### config.mk
export PLATFORM = sky130hd
export DESIGN_NAME = axi_cdma_desc_split
export DESIGN_NICKNAME = d
export VERILOG_FILES = /design/src/rtl/axi_cdma_desc_split.sv
export SDC_FILE = /design/constraint.sdc
export NUM_CORES = 1
export LEC_CHECK = 0
export BUFFER_PORTS_ARGS = -buffer_cell sky130_fd_sc_hd__buf_2
export CAP_MARGIN = 20
export CORE_MARGIN = 2
export CORE_UTILIZATION = 50
export CTS_BUF_LIST = sky130_fd_sc_hd__clkbuf_4
export DETAILED_ROUTE_END_ITERATION = 6
export GPL_TIMING_DRIVEN = 0
export HOLD_SLACK_MARGIN = 0.02
export PLACE_DENSITY = 0.77
export SLEW_MARGIN = 5
export SYNTH_ARGS = -nofsm -noshare
export SYNTH_HDL_FRONTEND = slang
export SYNTH_SLANG_ARGS = --single-unit
export TNS_END_PERCENT = 30
### constraint.sdc
create_clock -name clk -period 8.4 [get_ports clk]
set_input_delay 2.1 -clock clk [delete_from_list [all_inputs] [get_ports clk]]
set_output_delay 2.1 -clock clk [all_outputs]
set_load 0.005 [all_outputs]
### src/rtl/axi_cdma_desc_split.sv
// Request front end for axi_cdma: splits copy requests into CHUNK_LEN
// descriptors, bounds the in-flight count and reports request completion.
module axi_cdma_desc_split #(
  parameter int AXI_ADDR_WIDTH  = 16,
  parameter int LEN_WIDTH       = 20,
  parameter int TAG_WIDTH       = 8,
  parameter int REQ_LEN_WIDTH   = 32,
  parameter int REQ_TAG_WIDTH   = 8,
  parameter int CHUNK_LEN       = 4096,
  parameter int MAX_OUTSTANDING = 4
) (
  input  logic                      clk,
  input  logic                      rst,

  input  logic [AXI_ADDR_WIDTH-1:0] s_axis_req_read_addr,
  input  logic [AXI_ADDR_WIDTH-1:0] s_axis_req_write_addr,
  input  logic [REQ_LEN_WIDTH-1:0]  s_axis_req_len,
  input  logic [REQ_TAG_WIDTH-1:0]  s_axis_req_tag,
  input  logic                      s_axis_req_valid,
  output logic                      s_axis_req_ready,

  output logic [AXI_ADDR_WIDTH-1:0] m_axis_desc_read_addr,
  output logic [AXI_ADDR_WIDTH-1:0] m_axis_desc_write_addr,
  output logic [LEN_WIDTH-1:0]      m_axis_desc_len,
  output logic [TAG_WIDTH-1:0]      m_axis_desc_tag,
  output logic                      m_axis_desc_valid,
  input  logic                      m_axis_desc_ready,

  input  logic [TAG_WIDTH-1:0]      s_axis_desc_status_tag,
  input  logic                      s_axis_desc_status_valid,

  output logic [REQ_TAG_WIDTH-1:0]  m_axis_req_status_tag,
  output logic                      m_axis_req_status_valid,

  output logic                      busy
);

  localparam logic [REQ_LEN_WIDTH-1:0] CHUNK =
    REQ_LEN_WIDTH'(CHUNK_LEN);
  localparam logic [7:0] MAX_OUT = 8'(MAX_OUTSTANDING);

  typedef enum logic [1:0] {
    IDLE,
    ISSUE,
    DRAIN
  } state_t;

  state_t state;
  state_t state_nxt;

  logic [AXI_ADDR_WIDTH-1:0] rd_ptr;
  logic [AXI_ADDR_WIDTH-1:0] wr_ptr;
  logic [REQ_LEN_WIDTH-1:0]  remaining;
  logic [REQ_LEN_WIDTH-1:0]  chunk;
  logic [REQ_TAG_WIDTH-1:0]  req_tag;
  logic [REQ_TAG_WIDTH-1:0]  done_tag;
  logic [TAG_WIDTH-1:0]      seq;
  logic [7:0]                outstanding;
  logic [7:0]                outstanding_nxt;
  logic                      done;
  logic                      done_set;
  logic                      req_hs;
  logic                      desc_hs;
  logic                      zero_req;
  logic                      last_chunk;
  logic                      status_tag_unused;

  // CDMA status tags carry no information we need; completions
  // are counted, not matched.
  assign status_tag_unused = ^s_axis_desc_status_tag;

  assign req_hs     = s_axis_req_valid && s_axis_req_ready;
  assign desc_hs    = m_axis_desc_valid && m_axis_desc_ready;
  assign zero_req   = s_axis_req_len == '0;
  assign chunk      = (remaining < CHUNK) ? remaining : CHUNK;
  assign last_chunk = remaining <= CHUNK;

  always_ff @(posedge clk) begin
    if (rst) begin
      state <= IDLE;
    end else begin
      state <= state_nxt;
    end
  end

  // A status coinciding with an issue cancels out; never underflow.
  always_comb begin
    outstanding_nxt = outstanding;
    if (state != IDLE) begin
      if (desc_hs && !s_axis_desc_status_valid) begin
        outstanding_nxt = outstanding + 8'd1;
      end else if (!desc_hs && s_axis_desc_status_valid &&
                   outstanding != 8'd0) begin
        outstanding_nxt = outstanding - 8'd1;
      end
    end
  end

  always_comb begin
    state_nxt = state;
    done_set  = 1'b0;
    unique case (state)
      IDLE: begin
        if (req_hs) begin
          if (zero_req) begin
            done_set = 1'b1;
          end else begin
            state_nxt = ISSUE;
          end
        end
      end
      ISSUE: begin
        if (desc_hs && last_chunk) begin
          state_nxt = DRAIN;
        end
      end
      DRAIN: begin
        if (outstanding_nxt == 8'd0) begin
          state_nxt = IDLE;
          done_set  = 1'b1;
        end
      end
      default: begin
        state_nxt = IDLE;
      end
    endcase
  end

  always_comb begin
    s_axis_req_ready        = (state == IDLE) && !rst;
    m_axis_desc_valid       = (state == ISSUE) &&
                              (outstanding < MAX_OUT);
    m_axis_desc_read_addr   = rd_ptr;
    m_axis_desc_write_addr  = wr_ptr;
    m_axis_desc_len         = LEN_WIDTH'(chunk);
    m_axis_desc_tag         = seq;
    m_axis_req_status_valid = done;
    m_axis_req_status_tag   = done_tag;
    busy                    = state != IDLE;
  end

  always_ff @(posedge clk) begin
    if (rst) begin
      rd_ptr      <= '0;
      wr_ptr      <= '0;
      remaining   <= '0;
      req_tag     <= '0;
      done_tag    <= '0;
      seq         <= '0;
      outstanding <= '0;
      done        <= 1'b0;
    end else begin
      done        <= done_set;
      outstanding <= outstanding_nxt;
      if (req_hs) begin
        rd_ptr      <= s_axis_req_read_addr;
        wr_ptr      <= s_axis_req_write_addr;
        remaining   <= s_axis_req_len;
        req_tag     <= s_axis_req_tag;
        seq         <= '0;
        outstanding <= '0;
      end
      if (desc_hs) begin
        rd_ptr    <= rd_ptr + AXI_ADDR_WIDTH'(chunk);
        wr_ptr    <= wr_ptr + AXI_ADDR_WIDTH'(chunk);
        remaining <= remaining - chunk;
        seq       <= seq + TAG_WIDTH'(1);
      end
      if (done_set) begin
        done_tag <= (state == IDLE) ? s_axis_req_tag : req_tag;
      end
    end
  end

endmodule

* Word level (Yosys, flattened, before mapping)
Cells that the tools add are included.
** Operators by class
- Multiplexer cells :: 22
- Reductions and logical operators :: 19
- Equality and inequality tests :: 6
- Add/sub/neg operators :: 6
- $lt $le $gt $ge :: 3
** Operator list (count)
- 32-bit 2-to-1 mux :: 3
- 16-bit 2-to-1 mux :: 4
- 8-bit 2-to-1 mux :: 6
- 16-bit adder :: 2
- 32-bit by 13-bit <= comparator with 1-bit output (second input constant) :: 1
- 32-bit zero test :: 1
- 32-bit by 13-bit < comparator with 1-bit output (second input constant) :: 1
- 32-bit subtractor :: 1
- 8-bit by 1-bit adder with 8-bit output (second input constant) :: 2
- 1-bit logical AND :: 8
- 8-bit zero test :: 1
- 8-bit by 3-bit < comparator with 1-bit output (second input constant) :: 1
- 2-bit 2-to-1 mux :: 4
- 2-bit != test (second input constant) :: 4
- 8-bit nonzero test :: 1
- 8-bit by 1-bit subtractor with 8-bit output (second input constant) :: 1
- 2-bit case mux with 3 select lines :: 1
- 4-bit AND reduction :: 1
- 2-bit nonzero test :: 2
- 1-bit zero test :: 3
- 1-bit 2-to-1 mux :: 3
- 2-bit by 1-bit == test with 1-bit output (second input constant) :: 1
- 2-bit == test (second input constant) :: 1
- 2-bit zero test :: 1
- other kinds (2) :: 2
** Storage, ports and cells
- Input port bits :: 85
- Word-level logic and storage cells :: 65
- Output and inout port bits :: 72
- Register bits :: 99

* Depth between registers and ports, before layout
- Word-level depth :: 12
- Mapped depth :: 17
- Mapped depth without buffers :: 14

* Worst setup path before layout
Ideal clock, no wire load.
- Path type :: register to output
- Start :: reg remaining[23]
- End :: out m_axis_desc_len[1]
- Path buffers :: 3
- Stages on the path, launching flop included :: 9
- Required time :: 6300 ps
- Slack :: 4029 ps
- Data arrival time :: 2271 ps
- Cell sequence :: dfxtp_1 or4_1 buf_2 or3_1 buf_2 nor3_4 clkbuf_1 nand2_1 inv_1
** On the way
- Cells in the longest elaborated chain, start to end :: 2
** RTL lines
- start: declaration :: RTL line 53 : logic [REQ_LEN_WIDTH-1:0] remaining;
- start signal: assignment :: RTL line 158 : remaining <= s_axis_req_len;
- start signal: assignment :: RTL line 166 : remaining <= remaining - chunk;
- 32-bit by 13-bit < comparator with 1-bit output :: RTL line 75 : assign chunk = (remaining < CHUNK) ? remaining : CHUNK;
- 32-bit 2-to-1 mux :: RTL line 75
- end: declaration :: RTL line 24 : output logic [LEN_WIDTH-1:0] m_axis_desc_len,
Every way passes these cells.

* Worst setup path after layout
Same ends and word-level chain as after synthesis.

==> flow_summary_export.csv <==
group,metric,value,unit
synth,ys_seq_elements,99,
clock_tree,clock_path_buffers,2,
drt,drt-wirelength-per-cell,17.8,um
floorplan,core_area,0.0126,mm^2
critical_path,rr_startpoint,"remaining[23]",
floorplan,die_w,117,um
floorplan,std_cell_rows,41,
power_and_ir_drop,power_density,144,mW/mm^2
floorplan,die_y,117,um
hold_path,hold_class,"flop to flop",
placed_design,portBuffers,141,
drt,antenna_left,0,
placed_design,gp_congestion,0.983,
synth,async_reset_ff_share,0,%
timing,timing.fmax,0.186,GHz
synth,synth_top_flop_cell,"dfxtp_1",
power_and_ir_drop,fin_total_pwr,1.09,mW
synth,synth_cell_types,67,
hold_path,hold_start,"req_tag[4]",
cells_and_area,syn2layout_area_growth,16.9,%
drt,first_iter_violations,718,
critical_path,path_max_fanout,10,
synth,ys_seq_area_share,30.8,%
timing,drv_slew,0,
floorplan,io_pins,157,
clock_tree,cts_buffers,9,
drt,vias,7032,
clock_tree,cts_resized,0,
clock_tree,cts_root_buf,"clkbuf_4",
cells_and_area,final_nets,1106,
critical_path,cp-start-kind,"flop",
cells_and_area,drive_gt1_share,18.1,%
grt,antenna_found_initial,1,
job,cap_violations,0,
synth,yosys-top-cells-count,"dfxtp_1, nor2_1, nand2_1, a21oi_1, o21ai_0",
power_and_ir_drop,power_frac_comb,28.1,%
cells_and_area,fin_util,59.6,%
power_and_ir_drop,ir_drop,0.000102,V
critical_path,path_class,"flop to output port",
synth,syn_inst,823,
grt,grt_max_degree,16,
timing,fin_crit,5.37,ns
timing,rsz0062_at_grt,"false",
clock_tree,cts_hold_buf,0,
clock_tree,clk_pin_slew,0.15,ns
floorplan,die_area,0.0138,mm^2
critical_path,cp-end-kind,"output port",
drt,wl,20.7,mm
grt,track_usage,29.3,%
timing,tns,0,ns
power_and_ir_drop,pwr-share-clk,23.7,%
power_and_ir_drop,sw_frac_of_total,35.4,%
critical_path,r2r-end,"m_axis_desc_read_addr[13]",
hold_path,whs_path_depth,2,
synth,post-synth-top-count-cell,"dfxtp_1",
drt,dr.pass1.iters,6,
grt,first_global_vias,6305,
drt,via_per_inst,6.05,
clock_tree,cts.sinks,99,
cells_and_area,nFillCells,1237,
power_and_ir_drop,power.static_leakage,3.31,nW
critical_path,worst_ep_required_time,6.30,ns
run_status,outcome,"finished, final reports clean",
critical_path,rrSetupSlack,3.46,ns
power_and_ir_drop,p_sw,385,uW
timing,hold_viol_final,0,
synth,yosys.area.top_type,"dfxtp_1",
timing,min_period_over_period,63.9,%
grt,grt_first_pass_wirelength,32.5,mm
critical_path,reg2regPathDepth,16,
clock_tree,htree_levels,3,
hold_path,min_to,"req_tag[4]",
clock_tree,clkLatencyLatePin,0.50,ns
synth,synth_edf_count,0,
power_and_ir_drop,p_seq_share,48.2,%
placed_design,dpl.hpwl,15.4,mm
power_and_ir_drop,p_int,702,uW
clock_tree,tritoncts,"done",
synth,syn_area,0.00644,mm^2
critical_path,cp.arrival,3.27,ns
floorplan,start_util,51.0,%
drt,drc,0,
timing,tightest_slew,1.00,ns
grt,grt-ovfl-total,0,
synth,synth.top_cell.area_share,30.8,%
synth,yosysWarnings,0,
timing,maxSlewHeadroom,32.7,%
timing,setup_viol,0,
synth,avgSynthCellArea,7.82,um^2
clock_tree,cts_setup_buffers,0,
timing,finClkSkew,0.0208,ns
timing,holdWs,0.483,ns
synth,synthTopCellsByArea,"dfxtp_1, ha_1, nor2_1",
power groups by stage:
stage	logic (mW)	clock network (mW)	registers [mW]
6_report	0.305	0.258	0.524
2_1_floorplan	0.201	0	0.528
3_5_place_dp	0.299	0	0.533
3_3_place_gp	0.295	0	0.532
4_1_cts	0.300	0.260	0.523
5_1_grt	0.335	0.280	0.528
state kept, by name, summed over array words and instances (netlist names):
| register | flops |
|---|---|
| remaining | 32 |
| m_axis_desc_read_addr | 16 |
| m_axis_desc_write_addr | 16 |
| m_axis_desc_tag | 8 |
| m_axis_req_status_tag | 8 |
| outstanding | 8 |
| req_tag | 8 |
| state | 2 |
| m_axis_req_status_valid | 1 |
worst max path at each step:
stage | from | to | slack, ns
floorplan | remaining[23] | m_axis_desc_len[1] | 4.03
global placement | remaining[23] | m_axis_desc_read_addr[13] | 3.54
detailed placement | remaining[23] | m_axis_desc_len[1] | 3.58
CTS | remaining[23] | m_axis_desc_len[1] | 3.01
global route | remaining[23] | m_axis_desc_len[1] | 2.81
finish | remaining[23] | m_axis_desc_len[1] | 3.03
through the flow:
step	area, um^2	std cells	setup slack, ns
after floorplan	6480	833	4.03
after global placement	7400	1146	3.54
after detailed placement	7400	1146	3.58
after CTS	7520	1161	3.01
after global routing	7530	1162	2.81
final	7530	1162	3.03
logic make-up after synthesis:
logic type / synth area share, %
simple gates: 27.3
compound gates: 23.5
flops: 30.8
buf+inv: 4.66
fa+ha+maj: 7.23
xor+xnor: 3.26
mux: 3.13
other cells: 0.117
layer usage:
| layer | up-vias | share of wire, % | GRT usage (%) |
|---|---|---|---|
| met4 | 0 | 3.0 | 10.5 |
| met2 | 378 | 44 | 45.5 |
| met1 | 3226 | 43 | 39.8 |
| li1 | 3381 | - | - |
| met5 | - | 0 | 0 |
| met3 | 47 | 9.6 | 6.83 |
cell usage in the layout (no fill, tap or decap), types with 14 or more instances in the layout:
master / Yosys / final
a21oi_1: 61 / 61
a22oi_1: 29 / 29
a31oi_1: 14 / 14
and2_1: 15 / 15
buf_2: 4 / 145
clkbuf_1: 33 / 33
dfxtp_1: 99 / 99
ha_1: 34 / 34
inv_1: 18 / 18
mux2i_1: 19 / 19
nand2_1: 80 / 80
nand3_1: 14 / 14
nor2_1: 97 / 97
nor3_1: 34 / 34
nor4_1: 21 / 21
o21ai_0: 36 / 36
layout make-up:
class / instances / area, um^2 / area share [%]
clock inverters: 6 / 57.6 / 0.765
plain buffers: 52 / 226 / 3.01
diodes: 1 / 2.50 / 0.0333
multi-input cells: 663 / 4200 / 55.7
well taps: 172 / 215 / 2.86
repair buffers: 141 / 706 / 9.38
flip-flops and latches: 99 / 1980 / 26.3
clock buffers: 9 / 67.6 / 0.898
inverters: 19 / 73.8 / 0.981
critical path, cell delays in order, from the launching register on:
cell      delay (ns)
dfxtp_1         0.38
or4_1           0.51
buf_2           0.17
or3_1           0.34
buf_2           0.17
nor3_4          0.38
clkbuf_1        0.32
nand2_1         0.22
inv_1           0.15
buf_2           0.13
Note: power is estimated with default switching activity, not from simulation.
